$ cat src/rtl/branch_predictor.sv
// Dynamic branch predictor: direct-mapped BTB with 2-bit saturating counters.
// Optional statistics counters are built when BP_STATS_EN is defined.
module branch_predictor #(
    parameter int DATA_WIDTH = 32,
    parameter int ENTRIES    = 16,
    parameter int IDX_BITS   = $clog2(ENTRIES)
) (
    input  logic                  clk,
    input  logic                  rst,
    input  logic [DATA_WIDTH-1:0] pc_f,
    output logic                  pred_taken_f,
    output logic [DATA_WIDTH-1:0] pred_target_f,
    input  logic                  upd_valid_e,
    input  logic [DATA_WIDTH-1:0] upd_pc_e,
    input  logic                  upd_is_jump_e,
    input  logic                  upd_taken_e,
    input  logic [DATA_WIDTH-1:0] upd_target_e,
    input  logic                  upd_pred_taken_e,
    input  logic [DATA_WIDTH-1:0] upd_pred_target_e,
    output logic                  mispredict_e,
    output logic [DATA_WIDTH-1:0] redirect_pc_e,
    input  logic                  flush_all,
    output logic [31:0]           stat_branches,
    output logic [31:0]           stat_mispredicts
);

    localparam int TagBits = DATA_WIDTH - IDX_BITS - 2;

    logic                  validQ  [ENTRIES];
    logic [TagBits-1:0]    tagQ    [ENTRIES];
    logic [DATA_WIDTH-1:0] targetQ [ENTRIES];
    logic [1:0]            ctrQ    [ENTRIES];
    logic                  jumpQ   [ENTRIES];

    logic [IDX_BITS-1:0]   fetchIdx;
    logic [TagBits-1:0]    fetchTag;
    logic                  fetchHit;
    logic [IDX_BITS-1:0]   updIdx;
    logic [TagBits-1:0]    updTag;
    logic                  updHit;
    logic [DATA_WIDTH-1:0] actualNext;

    // Word-alignment bits never take part in indexing or tagging.
    logic unusedPcBits;
    assign unusedPcBits = ^{pc_f[1:0], upd_pc_e[1:0]};

    assign fetchIdx = pc_f[IDX_BITS+1:2];
    assign fetchTag = pc_f[DATA_WIDTH-1:IDX_BITS+2];
    assign fetchHit = validQ[fetchIdx] && (tagQ[fetchIdx] == fetchTag);

    assign updIdx = upd_pc_e[IDX_BITS+1:2];
    assign updTag = upd_pc_e[DATA_WIDTH-1:IDX_BITS+2];
    assign updHit = validQ[updIdx] && (tagQ[updIdx] == updTag);

    always_comb begin
        pred_taken_f  = fetchHit && (jumpQ[fetchIdx] || ctrQ[fetchIdx][1]);
        pred_target_f = pred_taken_f ? targetQ[fetchIdx] : pc_f + DATA_WIDTH'(4);
    end

    always_comb begin
        actualNext    = upd_taken_e ? upd_target_e : upd_pc_e + DATA_WIDTH'(4);
        redirect_pc_e = actualNext;
        mispredict_e  = upd_valid_e &&
                        ((upd_pred_taken_e != upd_taken_e) || (upd_pred_target_e != actualNext));
    end

    // Lookup reads the pre-edge table, so same-cycle updates appear one cycle later.
    always_ff @(posedge clk or negedge rst) begin
        if (!rst) begin
            for (int i = 0; i < ENTRIES; i++) begin
                validQ[i]  <= 1'b0;
                tagQ[i]    <= '0;
                targetQ[i] <= '0;
                ctrQ[i]    <= 2'b01;
                jumpQ[i]   <= 1'b0;
            end
        end else if (flush_all) begin
            for (int i = 0; i < ENTRIES; i++) begin
                validQ[i] <= 1'b0;
            end
        end else if (upd_valid_e) begin
            if (updHit) begin
                if (upd_taken_e) begin
                    ctrQ[updIdx]    <= (ctrQ[updIdx] == 2'b11) ? 2'b11 : ctrQ[updIdx] + 2'd1;
                    targetQ[updIdx] <= upd_target_e;
                    jumpQ[updIdx]   <= upd_is_jump_e;
                end else begin
                    ctrQ[updIdx] <= (ctrQ[updIdx] == 2'b00) ? 2'b00 : ctrQ[updIdx] - 2'd1;
                end
            end else if (upd_taken_e) begin
                validQ[updIdx]  <= 1'b1;
                tagQ[updIdx]    <= updTag;
                targetQ[updIdx] <= upd_target_e;
                jumpQ[updIdx]   <= upd_is_jump_e;
                ctrQ[updIdx]    <= 2'b10;
            end
        end
    end

`ifdef BP_STATS_EN
    logic [31:0] branchCntQ;
    logic [31:0] mispCntQ;

    // Counts continue through flush_all; only reset clears them.
    always_ff @(posedge clk or negedge rst) begin
        if (!rst) begin
            branchCntQ <= '0;
            mispCntQ   <= '0;
        end else if (upd_valid_e) begin
            if (branchCntQ != 32'hFFFF_FFFF) begin
                branchCntQ <= branchCntQ + 32'd1;
            end
            if (mispredict_e && (mispCntQ != 32'hFFFF_FFFF)) begin
                mispCntQ <= mispCntQ + 32'd1;
            end
        end
    end

    assign stat_branches    = branchCntQ;
    assign stat_mispredicts = mispCntQ;
`else
    assign stat_branches    = 32'd0;
    assign stat_mispredicts = 32'd0;
`endif

endmodule

$ cat config.mk
export PLATFORM = sky130hd
export DESIGN_NAME = branch_predictor
export DESIGN_NICKNAME = d
export VERILOG_FILES = /design/src/rtl/branch_predictor.sv
export SDC_FILE = /design/constraint.sdc
export NUM_CORES = 2
export LEC_CHECK = 0
export CAP_MARGIN = 30
export CORE_MARGIN = 4
export CORE_UTILIZATION = 30
export DETAILED_ROUTE_END_ITERATION = 10
export PLACE_DENSITY_LB_ADDON = 0.08
export SETUP_SLACK_MARGIN = 0.02
export SYNTH_ARGS = -nofsm -noshare
export SYNTH_HDL_FRONTEND = slang
export SYNTH_SLANG_ARGS = --single-unit
$ cat constraint.sdc
create_clock -name clk -period 4.5 [get_ports clk]
set_clock_uncertainty 0.1 [all_clocks]
set_input_delay 0.675 -clock clk [delete_from_list [all_inputs] [get_ports clk]]
set_output_delay 0.675 -clock clk [all_outputs]
set_load 0.01 [all_outputs]
==> flow_summary_export.csv <==
group,metric,value,unit
run_status,run_status,"finished with violations",
run_status,failed_checks,"negative setup slack",
clock_tree,clk_latency,770,ps
power_and_ir_drop,share_clk_of_total_power,0.382,
cells_and_area,syn2layout_area_growth,24.5,%
synthesis,synth_largest_type_area_fraction,0.456,
clock_tree,clk_root_buffer_cell,"sky130_fd_sc_hd__clkbuf_16",
worst_setup_path,cp.arrival,4130,ps
clock_tree,cts.clk_slew.worst_paths,60,ps
placed_design,place_area,0.0624,mm²
sta,hold_viol_final,0,
synthesis,synth-main-ff-cell,"sky130_fd_sc_hd__dfrtp_1",
synthesis,yosysWarningCount,0,
worst_setup_path,critPathMaxStageDelay,600,ps
sta,number_of_setup_violations_in_the_final_report,34,
worst_setup_path,worst-path-buf-inv,3,
cells_and_area,num-nets-final,4946,
placed_design,dpl.cell_count,7018,
cells_and_area,final_util,0.377,
grt,grt_usage,0.239,
grt,number_of_antenna_violations_at_the_first_check_in_global_routing,9,
worst_setup_path,crit_path_top_delay_cell,"sky130_fd_sc_hd__mux4_2",
clock_tree,tritoncts,"done",
cells_and_area,final_cell_count_no_fill,7241,
placed_design,place.port_buffers,200,
grt,global_route.usage.met3,0.0278,
synthesis,post_synth_main_area_contributors,"sky130_fd_sc_hd__dfrtp_1 46%, sky130_fd_sc_hd__mux4_2 15%, sky130_fd_sc_hd__mux2_2 13%, sky130_fd_sc_hd__nand2_1 5.8%, sky130_fd_sc_hd__mux2_4 3.7%",
cells_and_area,layout.filler_cells,17179,
worst_hold_path,min-delay-path-class,"flop to flop",
power_and_ir_drop,power_leakage,30.5,nW
floorplan,width_of_the_die,430,µm
sta,report.final.slew_viol_count,0,
sta,clock.fmax,204,MHz
synthesis,seq_area_frac_synth,0.464,
worst_setup_path,crit_path_cell_trace,"mux4_2 -> mux4_2 -> xor2_2 -> a21oi_2 -> nor4b_4 -> nand3_1 -> nor4_2 -> nand3_2 -> buf_12 -> buf_16 -> mux2_4 -> buf_6",
sta,setup_total_negative_slack,-12370,ps
cells_and_area,fin_area,0.0666,mm²
grt,grt_start_max_net_pins,118,
synthesis,netlist_top_cells_count,"976 x sky130_fd_sc_hd__dfrtp_1, 824 x sky130_fd_sc_hd__nand2_1, 629 x sky130_fd_sc_hd__mux2_2, 357 x sky130_fd_sc_hd__mux4_2, 258 x sky130_fd_sc_hd__clkbuf_1",
floorplan,start_util,0.303,
synthesis,synthesis.instances,4268,
grt,grt-ovfl-total,0,
synthesis,synthDistinctLibCells,81,
worst_setup_path,worst_ep_required_time,3720,ps
synthesis,synth.most_common_cell,"sky130_fd_sc_hd__dfrtp_1",
worst_setup_path,critPathMostFrequentCell,"sky130_fd_sc_hd__mux4_2",
synthesis,number_of_synthesized_flops_with_an_enable_pin,0,
synthesis,synth-seq-cells,992,
detailed_routing,first_iter_violations,2808,
placed_design,gp_routability_congestion,0.904,
synthesis,syn_area,0.0535,mm²
grt,global_route.usage.met1,0.309,
synthesis,avgSynthCellArea,12.5,µm²
detailed_routing,first_pass_iters,7,
sta,final.min_clock_period,4910,ps
sta,worst_pin_slew,934,ps
sta,post-route-worst-setup-slack,-405,ps
job,maxCapViolations,0,
worst_setup_path,criticalPathCategory,"flop to primary output",
worst_setup_path,crit_family,"multiplexers",
cells_and_area,seqCellArea,0.0248,mm²
power_and_ir_drop,max-vdd-ir-drop,0.000320,V
floorplan,pin_count,265,
worst_setup_path,worst-path-max-fanout,9,
power_and_ir_drop,p_int,18.2,mW
clock_tree,tritoncts.num_buffers,115,
power_and_ir_drop,power.switching,7.13,mW
placed_design,preCtsSetupSlack,-1210,ps
grt,vias_in_the_first_global_route,39252,
floorplan,core_area,0.177,mm²
grt,grt_pass1_wl,317000,µm
grt,busiest_layer,"met2",
clock_tree,numClockSinks,992,
worst_setup_path,timing.critical_path.to_type,"primary output",
floorplan,fp.dieH,430,µm
cells_and_area,multi_input_comb_area,0.0269,mm²
clock_tree,cts.path.max_buffers,3,
cells_and_area,drive_above_1_share,0.419,
detailed_routing,route.vias.total,37922,
clock_tree,htreeDepth,3,
placed_design,place.detailed.hpwl,157000,µm
sta,post-route-period-util,1.09,
synthesis,synthDominantAreaCellType,"sky130_fd_sc_hd__dfrtp_1",
detailed_routing,viasPerCell,5.24,
floorplan,die_area,0.185,mm²
grt,grt_use_met2,0.409,
detailed_routing,drt_wl_total,225000,µm
detailed_routing,ant_nets,0,
power_and_ir_drop,combinationalPowerShare,0.190,
sta,rsz0062_at_grt,"true",
power_and_ir_drop,swShare,0.282,
detailed_routing,wire_per_inst,31.0,µm
worst_setup_path,start_kind,"flop",
floorplan,rows,154,
detailed_routing,number_of_remaining_drc_errors,0,
power_and_ir_drop,power.density,380,mW/mm²
sta,fin_hold_ws,367,ps
power_and_ir_drop,finalPower,25.3,mW
synthesis,synth-async-reset-ratio,1.00,
power_and_ir_drop,p_seq_frac,0.428,
sta,worst_slew_margin_rel,0.377,
## flip-flops by register name (all words and copies together), names as in the netlist
register	count
jumpQ	16
tagQ	416
targetQ	512
ctrQ	32
validQ	16
## worst paths after layout
| check | from | to | slack (ps) | cells after the start |
|---|---|---|---|---|
| setup / recovery | tagQ[35] | pred_target_f[29] | -410 | 12 |
| hold / removal | targetQ[189] | targetQ[189] | 370 | 2 |
| setup reg to reg | tagQ[225] | tagQ[204] | 620 | 11 |
| hold reg to reg | targetQ[189] | targetQ[189] | 370 | 2 |
| max in group asynchronous | rst | targetQ[109] | 2720 | 3 |
| min in group asynchronous | rst | tagQ[345] | 420 | 2 |
## tightest hold or removal path, cell delays in order (launching register included)
cell	delay (ps)
sky130_fd_sc_hd__dfrtp_1	330
sky130_fd_sc_hd__nand2_1	50
sky130_fd_sc_hd__nand2_1	50
## power by group through the flow
stage               Combinational (mW)  Sequential, mW  Clock, mW
floorplan                         2.89            10.7          0
global placement                  4.79            11.0          0
detailed placement                4.84            11.0          0
CTS                               4.89            10.8       9.94
global route                      5.16            11.0       10.3
finish                            4.82            10.8       9.67
## cell families (layout without fill, tap and decap cells)
family                     after synthesis  in the layout  share of synthesized area
DFF                                    992            992                      0.464
xor gates and xnor gates               155            155                     0.0254
buffers and inverters                  487           1055                     0.0448
other                                    1             66                  0.0000700
adders and majority gates                6              6                    0.00136
and+or+nand+nor                       1122           1122                     0.0900
muxes                                 1221           1221                      0.339
AOI/OAI and AO/OA                      284            284                     0.0357
## cell usage in the layout (no fill, tap or decap), types with 23 or more instances in the layout
| cell | netlist | routed |
|---|---|---|
| sky130_fd_sc_hd__dfrtp_1 | 976 | 976 |
| sky130_fd_sc_hd__nand2_1 | 824 | 809 |
| sky130_fd_sc_hd__mux2_2 | 629 | 628 |
| sky130_fd_sc_hd__buf_4 | 82 | 493 |
| sky130_fd_sc_hd__mux4_2 | 357 | 357 |
| sky130_fd_sc_hd__clkdlybuf4s50_1 | 0 | 145 |
| sky130_fd_sc_hd__mux2_4 | 132 | 133 |
| sky130_fd_sc_hd__clkbuf_16 | 0 | 116 |
| sky130_fd_sc_hd__mux2i_1 | 102 | 101 |
| sky130_fd_sc_hd__buf_12 | 1 | 100 |
| sky130_fd_sc_hd__xnor2_1 | 89 | 88 |
| sky130_fd_sc_hd__o21ai_0 | 81 | 77 |
| sky130_fd_sc_hd__conb_1 | 1 | 64 |
| sky130_fd_sc_hd__xor2_1 | 66 | 63 |
| sky130_fd_sc_hd__nor2_1 | 65 | 57 |
| sky130_fd_sc_hd__nand3_1 | 50 | 44 |
| sky130_fd_sc_hd__buf_6 | 21 | 42 |
| sky130_fd_sc_hd__inv_1 | 38 | 36 |
| sky130_fd_sc_hd__clkbuf_8 | 0 | 29 |
| sky130_fd_sc_hd__a21oi_1 | 27 | 26 |
| sky130_fd_sc_hd__clkbuf_1 | 258 | 25 |
| sky130_fd_sc_hd__clkinv_2 | 0 | 25 |
| sky130_fd_sc_hd__a22oi_1 | 23 | 23 |
## timing repair
item | CTS | global route
hold buffers | 1 | 0
setup buffers | 8 | 0
endpoints found under the setup margin | 49 | 35
gates cloned | 1 | 1
endpoints found under the hold margin | 41 | 0
resized for setup | 226 | 15
pin swaps | 18 | 5
## routing by layer
| layer | part of all wire | wire (µm) | up-vias |
|---|---|---|---|
| met5 | 0.00012 | 27 | - |
| met4 | 0.047 | 10600 | 4 |
| met3 | 0.032 | 7260 | 313 |
| met2 | 0.50 | 112000 | 897 |
| met1 | 0.42 | 94900 | 20407 |
| li1 | - | - | 16301 |
## cell type report
type | count | area share
clock inverter | 42 | 0.00781
clock buffer | 168 | 0.0504
timing repair buffer | 803 | 0.119
sequential | 992 | 0.373
antenna | 2 | 0.0000751
inverter | 42 | 0.00240
tap | 2340 | 0.0439
multi-input combinational | 2852 | 0.404
No activity file was read; power rests on OpenSTA's default activity.
